$ cat config.mk
export PLATFORM = sky130hd
export DESIGN_NAME = opcode_arbiter
export DESIGN_NICKNAME = d
export VERILOG_FILES = /design/src/rtl/opcode_arbiter.sv
export SDC_FILE = /design/constraint.sdc
export NUM_CORES = 1
export LEC_CHECK = 0
export CORE_MARGIN = 2
export CORE_UTILIZATION = 35
export CTS_BUF_LIST = sky130_fd_sc_hd__clkbuf_8
export CTS_CLUSTER_SIZE = 24
export DETAILED_ROUTE_END_ITERATION = 12
export DONT_BUFFER_PORTS = 1
export PLACE_DENSITY_LB_ADDON = 0.05
export RECOVER_POWER = 50
export SLEW_MARGIN = 20
export SYNTH_ARGS = -nofsm -noshare
export SYNTH_HDL_FRONTEND = slang
export SYNTH_SLANG_ARGS = --single-unit
$ cat constraint.sdc
create_clock -name Clk -period 2.37 [get_ports Clk]
set_input_delay 0.474 -clock Clk [delete_from_list [all_inputs] [get_ports Clk]]
set_output_delay 0.474 -clock Clk [all_outputs]
set_load 0.1 [all_outputs]
$ cat src/rtl/opcode_arbiter.sv
// N-channel draw-opcode arbiter with round-robin / fixed-priority grant
// and a source-tagged FIFO in front of the sprite engine.
module opcode_arbiter #(
  parameter int NUM_CH     = 4,
  parameter int ADDR_W     = 2,
  parameter int ID_W       = 2,
  parameter int COORD_W    = 9,
  parameter int FIFO_DEPTH = 4,
  parameter int CH_W       = $clog2(NUM_CH),
  parameter int CNT_W      = $clog2(FIFO_DEPTH + 1)
) (
  input  logic                      Clk,
  input  logic                      Reset,
  input  logic                      PRIO_MODE,
  input  logic                      FLUSH,
  input  logic [NUM_CH-1:0]         REQ_VALID,
  output logic [NUM_CH-1:0]         REQ_READY,
  input  logic [NUM_CH*ADDR_W-1:0]  ADDR_IN,
  input  logic [NUM_CH*ID_W-1:0]    ID_CODE_IN,
  input  logic [NUM_CH*COORD_W-1:0] X_IN,
  input  logic [NUM_CH*COORD_W-1:0] Y_IN,
  output logic                      OUT_VALID,
  input  logic                      OUT_READY,
  output logic [ADDR_W-1:0]         ADDR_OUT,
  output logic [ID_W-1:0]           ID_CODE_OUT,
  output logic [COORD_W-1:0]        X_OUT,
  output logic [COORD_W-1:0]        Y_OUT,
  output logic [CH_W-1:0]           CH_OUT,
  output logic [CNT_W-1:0]          COUNT
);

  localparam int PTR_W = $clog2(FIFO_DEPTH);
  localparam int E_W   = ADDR_W + ID_W + 2 * COORD_W + CH_W;

  logic [E_W-1:0]   mem [FIFO_DEPTH];
  logic [PTR_W-1:0] wptr;
  logic [PTR_W-1:0] rptr;
  logic [CH_W-1:0]  rr_ptr;
  logic [CH_W-1:0]  gnt_idx;
  logic             gnt_any;
  logic             gnt_ok;
  logic             push;
  logic             pop;
  logic [E_W-1:0]   entry;
  logic [E_W-1:0]   head;

  // Rotating search; base 0 makes it a plain lowest-index priority encoder
  always_comb begin
    logic [CH_W-1:0] base;
    logic [CH_W:0]   sum;
    logic [CH_W-1:0] sel;
    gnt_any = 1'b0;
    gnt_idx = '0;
    base    = PRIO_MODE ? '0 : rr_ptr;
    sum     = '0;
    sel     = '0;
    for (int k = 0; k < NUM_CH; k++) begin
      sum = {1'b0, base} + (CH_W + 1)'(k);
      if (sum >= (CH_W + 1)'(NUM_CH))
        sum = sum - (CH_W + 1)'(NUM_CH);
      sel = sum[CH_W-1:0];
      if (!gnt_any && REQ_VALID[sel]) begin
        gnt_any = 1'b1;
        gnt_idx = sel;
      end
    end
  end

  assign gnt_ok = gnt_any && !Reset && !FLUSH &&
                  (COUNT < CNT_W'(FIFO_DEPTH));

  always_comb begin
    REQ_READY = '0;
    if (gnt_ok)
      REQ_READY[gnt_idx] = 1'b1;
  end

  assign push = gnt_ok;
  assign pop  = OUT_VALID && OUT_READY && !FLUSH;

  assign entry = {ADDR_IN[gnt_idx*ADDR_W +: ADDR_W],
                  ID_CODE_IN[gnt_idx*ID_W +: ID_W],
                  X_IN[gnt_idx*COORD_W +: COORD_W],
                  Y_IN[gnt_idx*COORD_W +: COORD_W],
                  gnt_idx};

  always_ff @(posedge Clk) begin
    if (push)
      mem[wptr] <= entry;
  end

  always_ff @(posedge Clk or posedge Reset) begin
    if (Reset) begin
      wptr   <= '0;
      rptr   <= '0;
      rr_ptr <= '0;
      COUNT  <= '0;
    end else if (FLUSH) begin
      wptr   <= '0;
      rptr   <= '0;
      rr_ptr <= '0;
      COUNT  <= '0;
    end else begin
      if (push) begin
        wptr <= wptr + 1'b1;
        if (!PRIO_MODE)
          rr_ptr <= (gnt_idx == CH_W'(NUM_CH - 1)) ? '0 : gnt_idx + 1'b1;
      end
      if (pop)
        rptr <= rptr + 1'b1;
      unique case ({push, pop})
        2'b10:   COUNT <= COUNT + 1'b1;
        2'b01:   COUNT <= COUNT - 1'b1;
        default: COUNT <= COUNT;
      endcase
    end
  end

  assign OUT_VALID = (COUNT != '0);
  assign head      = OUT_VALID ? mem[rptr] : '0;
  assign {ADDR_OUT, ID_CODE_OUT, X_OUT, Y_OUT, CH_OUT} = head;

endmodule

==> results.md, run 1 <==
- Status: finished, violations left
- Failing checks: negative setup slack
- Layout cell share with drive strength beyond 1: 42.1%
- Clk_lat worst skew: 0.36 ns
- Final worst path period need: 2.62 ns
- DRT iter0 DRCs: between 100 and 150
- Vias in the first global route: 2980
- Clock Sinks: between 100 and 150
- Cell family with most CP delay: simple AND/OR/NAND/NOR gates
- TritonCTS clock tree: built
- Synthesis-to-finish area growth: 23.2%
- Cell taking the most area after synthesis: edfxtp_1
- CP endpoint kind: output port
- Pwr/cell area: 1230 nW/um^2
- Worst-Margin Slew: 0.611 ns
- Ys async rst share: under 10%
- WP data required: 1.90 ns
- Part of the power in the clock network: 12.7%
- Slowest cell on the critical path: or4_4
- Gp weighted congestion: about 0.69
- RSZ-0062 raised after global routing: true
- Grt ovf: 0
- Final Instance Area: 6300 sq um
- Worst Hold Class: in -> reg
- H-Tree Depth: 3
- Sw Share: 45.3%
- Clock Tree Root: clkbuf_8
- Synth cell types: 36
- Diode count: 0
- Seq pwr share: between 20% and 30%
- P_int: 0.00423 W
- Dpl hpwl: around 7000 um
- Most common cell after layout, fill and taps aside: edfxtp_1
- Final Non-Filler Cells: 545
- Largest net degree at the start of global routing: 39
- Initial antenna violation count: 0
- Setup violators final: 57
- Finished Core Util: 43.7%
- Psw: 0.00350 W
- FF-to-FF path depth: 9
- Netlist Area Pre-Place: between 5000 and 6000 sq um
- PortBufs: 0
- CP Max Fanout: 5
- Worst Skew: 0.0117 ns
- Starting density of the core: 35.4%
- Maxcap violations: 0
- Fmax achieved: 382 MHz
- Routed len/inst: a little over 20 um
- Via-to-Cell Ratio: ~5.1
- Top post-synthesis cells by area: edfxtp_1 (56%), mux2i_1 (14%), mux4_2 (11%), dfrtp_1 (4.4%), and2_1 (3.9%)
- Type of the worst setup path: reg -> out
- Final worst-path cycle share: 111%
- Top cell type's share of synthesized area: a little under three fifths
- Full die area: around 16000 sq um
- VDD IR max: 0.000390 V
- CTS Buffer Depth: 2
- R2R Path Start: rr_ptr[1]
- Post-DP Area: a little under 6000 sq um
- Clock transition at the registers of the reported paths: 0.10 ns
- Vias: 2797
- Comb power frac: around 58%
- Row cnt: 44
- DRC viols: 0
- Final WS setup: -0.250 ns
- Pleak: 2.14 nW
- Final net count: 462
- Post-synth EDFFs: 96
- Worst EP arrival: 2.15 ns
- Relative slew slack: 59.3%
- Inst Count DP: 514
- Startpoint types: flop
- Die width: 125 um
- Die Span Y: 125 um
- FF-to-FF setup slack: -0.07 ns
- CTS Buf Count: 9
- Crit path cell chain: or4_4 -> a21oi_4 -> nor3_4 -> inv_2 -> ha_2 -> and2_4
- Buf/Inv on CP: 1
- First drt pass iteration count: 4
- R2r endpoint: mem[2][7]
- Top FF cell, synth: edfxtp_1
- Hold path startpoint: FLUSH
- #FFs+latches synth: 105
- Core ar.: 14400 sq um
- WL final: 11100 um
- Worst Hold Endpoint: COUNT[0]
- Final Hold Viols: 0
- Hold path depth: 1
- Max stage delay on crit path: around 0.53 ns
- Slew Limit Fails: 0
- Syn Nets: 412
- Final ANT Viol Nets: 0
- GRT Total Usage: 13.7%
- Total power draw: between 0.007 and 0.008 W
- YS warnings: 0
- First-pass GRT wire length: 16300 um
- Syn Area/Cell: ~17 sq um
- Cells after Synth: 306
- Sequential area share after synthesis: 60.8%
- Commonest cells after routing, fill and taps aside: edfxtp_1 (96), mux2i_1 (54), and2_4 (28)
- I/O pins: 129
worst register-to-register path: stages (launching register included):
cell and delay, ns:
dfrtp_1 0.37, nor2b_1 0.21, nor4bb_1 0.31, clkbuf_1 0.18, nor3_4 0.06, buf_4 0.17
buf_6 0.14, clkbuf_4 0.31, mux2i_1 0.19, mux2i_1 0.29
cell type report:
cell class,instances,area (sq um)
clock inverter,7,43.8
multi-input combinational,177,2030
timing repair buffer,57,727
fill,1308,8130
tap,184,230
sequential,105,3120
clock buffer,9,124
inverter,6,22.5
synthesized netlist by cell type (5+ instances only):
| cell type | count |
|---|---|
| nor2_1 | 10 |
| mux2i_1 | 69 |
| dfrtp_1 | 9 |
| inv_1 | 6 |
| ha_1 | 8 |
| nor3_1 | 5 |
| buf_6 | 5 |
| clkbuf_1 | 7 |
| edfxtp_1 | 96 |
| and2_1 | 32 |
| mux4_2 | 24 |
per-layer routing:
| layer | global-route usage, % | routed length, um |
|---|---|---|
| met1 | 16.9 | 4640 |
| met2 | 23.6 | 5750 |
| met3 | 3.69 | 559 |
| met4 | 3.92 | 107 |
| met5 | 0 | 0 |
through the flow:
stage	hold slack (ns)	worst slack [ns]	TNS, ns
6_report	0.167	-0.250	-2.95
5_1_grt	0.140	-0.339	-12.68
4_1_cts	0.143	-0.290	-1.04
3_5_place_dp	0.370	0.0291	0
3_3_place_gp	0.369	0.0185	0
2_1_floorplan	0.302	-0.0642	-0.200
what timing repair did:
| action | in CTS | in global routing |
|---|---|---|
| hold endpoints to repair | 9 | 0 |
| buffers inserted | 7 | 3 |
| cloned | 0 | 4 |
| hold buffers | 1 | 0 |
| gates resized for setup | 10 | 37 |
| pin swaps | 3 | 13 |
| setup endpoints to repair | 29 | 39 |
power groups by stage:
stage	logic [W]	registers (W)	clock network (W)
floorplan	0.00292	0.00242	0
global placement	0.00413	0.00230	0
detailed placement	0.00415	0.00231	0
CTS	0.00431	0.00227	0.00103
global route	0.00467	0.00229	0.00110
finish	0.00447	0.00228	0.000985
sequential cells by signal, summed over array words and instances, names as in the netlist:
name    count
COUNT       3
rr_ptr      2
mem        96
wptr        2
rptr        2
worst max path at each step:
stage,from,to,slack [ns],cells past startpoint
detailed placement,REQ_VALID[1],mem[2][3],0.03,7
global route,rr_ptr[0],REQ_READY[2],-0.34,6
global placement,REQ_VALID[1],mem[0][3],0.02,7
CTS,rr_ptr[0],REQ_READY[2],-0.29,6
finish,rr_ptr[0],REQ_READY[2],-0.25,6
floorplan,REQ_VALID[3],REQ_READY[0],-0.06,8
kinds of logic (layout without fill, tap and decap cells):
group | after synthesis | after routing | share of synthesized area (%)
mux | 94 | 94 | 24.3
compound gates | 7 | 7 | 1.35
xor+xnor | 4 | 4 | 0.686
fa+ha+maj | 9 | 9 | 2.35
simple gates | 63 | 63 | 7.49
buf+inv | 24 | 79 | 3.01
flops | 105 | 105 | 60.8
Note: power is estimated with default switching activity, not from simulation.
==> inputs of run 2 (changes only) <==
- CORE_MARGIN: 2 -> default
==> results.md, run 2 (synthesis results as in run 1) <==
- Status: finished, violations left (unchanged)
- Failing checks: negative setup slack (unchanged)
- Final worst-path cycle share: 109% (was 111%)
- TritonCTS clock tree: built (unchanged)
- Maxcap violations: 0 (unchanged)
- Largest registers: mem (96), COUNT (3) (unchanged)
- Worst EP arrival: 2.11 ns (was 2.15 ns)
- WL final: 11000 um (was 11100 um)
- Row cnt: 43 (was 44)
- Pleak: 2.12 nW (was 2.14 nW)
- Vias: 2747 (was 2797)
- Finished Core Util: 44.6% (was 43.7%)
- Largest register FFs: 96 (unchanged)
- Slew Limit Fails: 0 (unchanged)
- Most common cell after layout, fill and taps aside: edfxtp_1 (unchanged)
- CTS Buf Count: 9 (unchanged)
- Largest net degree at the start of global routing: 29 (was 39)
- Clock Tree Root: clkbuf_8 (unchanged)
- Final Instance Area: 6260 sq um (was 6300 sq um)
- Routed len/inst: 20.5 um (was 20.3 um)
- Full die area: 15100 sq um (was 15600 sq um)
- Largest Register: mem (unchanged)
- Final WS setup: -0.218 ns (was -0.250 ns)
- Die width: 123 um (was 125 um)
- Slowest cell on the critical path: or4_4 (unchanged)
- Initial antenna violation count: 0 (unchanged)
- Crit path cell chain: or4_4 -> a21oi_4 -> nor3_4 -> inv_2 -> ha_1 -> and2_4 (was or4_4 -> a21oi_4 -> nor3_4 -> inv_2 -> ha_2 -> and2_4)
- Worst Hold Endpoint: COUNT[0] (unchanged)
- Layout cell share with drive strength beyond 1: 41.9% (was 42.1%)
- DRT iter0 DRCs: 130 (was 107)
- Final net count: 454 (was 462)
- Worst-Margin Slew: 0.696 ns (was 0.611 ns)
- Dpl hpwl: 6700 um (was 7000 um)
- CP Max Fanout: 5 (unchanged)
- Pwr/cell area: 1220 nW/um^2 (was 1230 nW/um^2)
- Worst Hold Class: in -> reg (unchanged)
- Setup violators final: 19 (was 57)
- Post-DP Area: 5830 sq um (was 5850 sq um)
- Commonest cells after routing, fill and taps aside: edfxtp_1 (96), mux2i_1 (61), and2_4 (28) (was edfxtp_1 (96), mux2i_1 (54), and2_4 (28))
- Final ANT Viol Nets: 0 (unchanged)
- VDD IR max: 0.000769 V (was 0.000390 V)
- Core ar.: 14000 sq um (was 14400 sq um)
- Final worst path period need: 2.59 ns (was 2.62 ns)
- Max stage delay on crit path: 0.53 ns (about the same)
- DRC viols: 0 (unchanged)
- Synthesis-to-finish area growth: 22.4% (was 23.2%)
- Gp weighted congestion: 0.752 (was 0.695)
- RSZ-0062 raised after global routing: true (unchanged)
- First-pass GRT wire length: 16300 um (about the same)
- Clock transition at the registers of the reported paths: 0.10 ns (about the same)
- Die Span Y: 123 um (was 125 um)
- First drt pass iteration count: 4 (unchanged)
- Top sig layer: met4 (unchanged)
- Diode count: 0 (unchanged)
- WL met3: 426 um (was 559 um)
- CP endpoint kind: output port (unchanged)
- Starting density of the core: 36.4% (was 35.4%)
- Worst Skew: 0.00982 ns (was 0.0117 ns)
- Startpoint types: flop (unchanged)
- R2r endpoint: mem[3][8] (was mem[2][7])
- WHS: 0.153 ns (was 0.167 ns)
- FF-to-FF setup slack: 0.01 ns (was -0.07 ns)
- CTS Buffer Depth: 2 (unchanged)
- WP data required: 1.90 ns (about the same)
- Clk_lat worst skew: 0.37 ns (was 0.36 ns)
- FF-to-FF path depth: 4 (was 9)
- I/O pins: 129 (unchanged)
- Fillers: 1235 (was 1308)
- Clock Sinks: 105 (unchanged)
- PortBufs: 0 (unchanged)
- Grt ovf: 0 (unchanged)
- Final Hold Viols: 0 (unchanged)
- Met1 WL: 4750 um (was 4640 um)
- Vias in the first global route: 2896 (was 2980)
- Type of the worst setup path: reg -> out (unchanged)
- Total power draw: 0.00766 W (was 0.00774 W)
- GRT Total Usage: 15.2% (was 13.7%)
- H-Tree Depth: 3 (unchanged)
- Via-to-Cell Ratio: 5.15 (was 5.13)
- Fmax achieved: 386 MHz (was 382 MHz)
- R2R Path Start: COUNT[2] (was rr_ptr[1])
- Met2 wire len: 5590 um (was 5750 um)
- Hold path startpoint: FLUSH (unchanged)
- Hold path depth: 1 (unchanged)
- Relative slew slack: 53.5% (was 59.3%)
==> run 2: cell types whose count changed in the layout (fill, tap and decap cells not counted), moves of 2 or more <==
cell	before	now
mux2i_1	54	61
buf_4	18	13
mux2i_2	13	8
buf_12	19	21
clkbuf_1	3	1
clkbuf_4	2	0
inv_6	2	0
mux2i_4	2	0
==> run 2: worst max-delay path by stage <==
stage	start	end	slack [ns]	cells after the start
floorplan	REQ_VALID[3]	REQ_READY[0]	-0.06	8
global placement	REQ_VALID[1]	mem[1][12]	0.06	6
detailed placement	REQ_VALID[1]	mem[3][12]	-0.03	6
CTS	rr_ptr[0]	REQ_READY[2]	-0.29	6
global route	rr_ptr[0]	REQ_READY[0]	-0.32	6
finish	rr_ptr[0]	REQ_READY[2]	-0.22	6
==> run 2: final cells by class <==
cell class,instances,area [sq um],area share (%)
clock buffers,9,124,1.98
clock inverters,7,38.8,0.620
inverters,6,22.5,0.360
multi-input cells,177,2030,32.4
flip-flops and latches,105,3120,49.8
well taps,180,225,3.60
repair buffers,49,701,11.2
==> run 2: power breakdown <==
part / switching [W] / internal [W] / total, W
combinational: 0.00285 / 0.00158 / 0.00443
clock: 0.000588 / 0.000371 / 0.000959
sequential: 0.0000610 / 0.00221 / 0.00227
==> run 2: routing by layer <==
metal,up-vias,GRT usage (%)
li1,1264,-
met2,65,25.3
met4,0,6.94
met5,-,0
met3,15,3.25
met1,1403,18.9
==> run 2: critical path: cells and delay by family, from the launching register on <==
kind / cells / cell delay (ns)
buffers and inverters: 1 / 0.06
adders and majority gates: 1 / 0.14
AOI/OAI and AO/OA: 1 / 0.15
DFF: 1 / 0.45
and+or+nand+nor: 3 / 0.93
==> run 2: stage by stage <==
step,setup WS [ns],std cells,setup TNS [ns]
6_report,-0.218,533,-1.30
5_1_grt,-0.321,533,-5.01
4_1_cts,-0.290,532,-1.10
3_5_place_dp,-0.0251,508,-0.179
3_3_place_gp,0.0597,508,0
2_1_floorplan,-0.0642,306,-0.200
==> run 2: timing repair <==
action,CTS,global route
hold buffers,1,0
endpoints found under the setup margin,29,108
hold endpoints to repair,9,0
pin swaps,21,9
cloned,2,2
gates resized for setup,37,18
buffers inserted,5,2
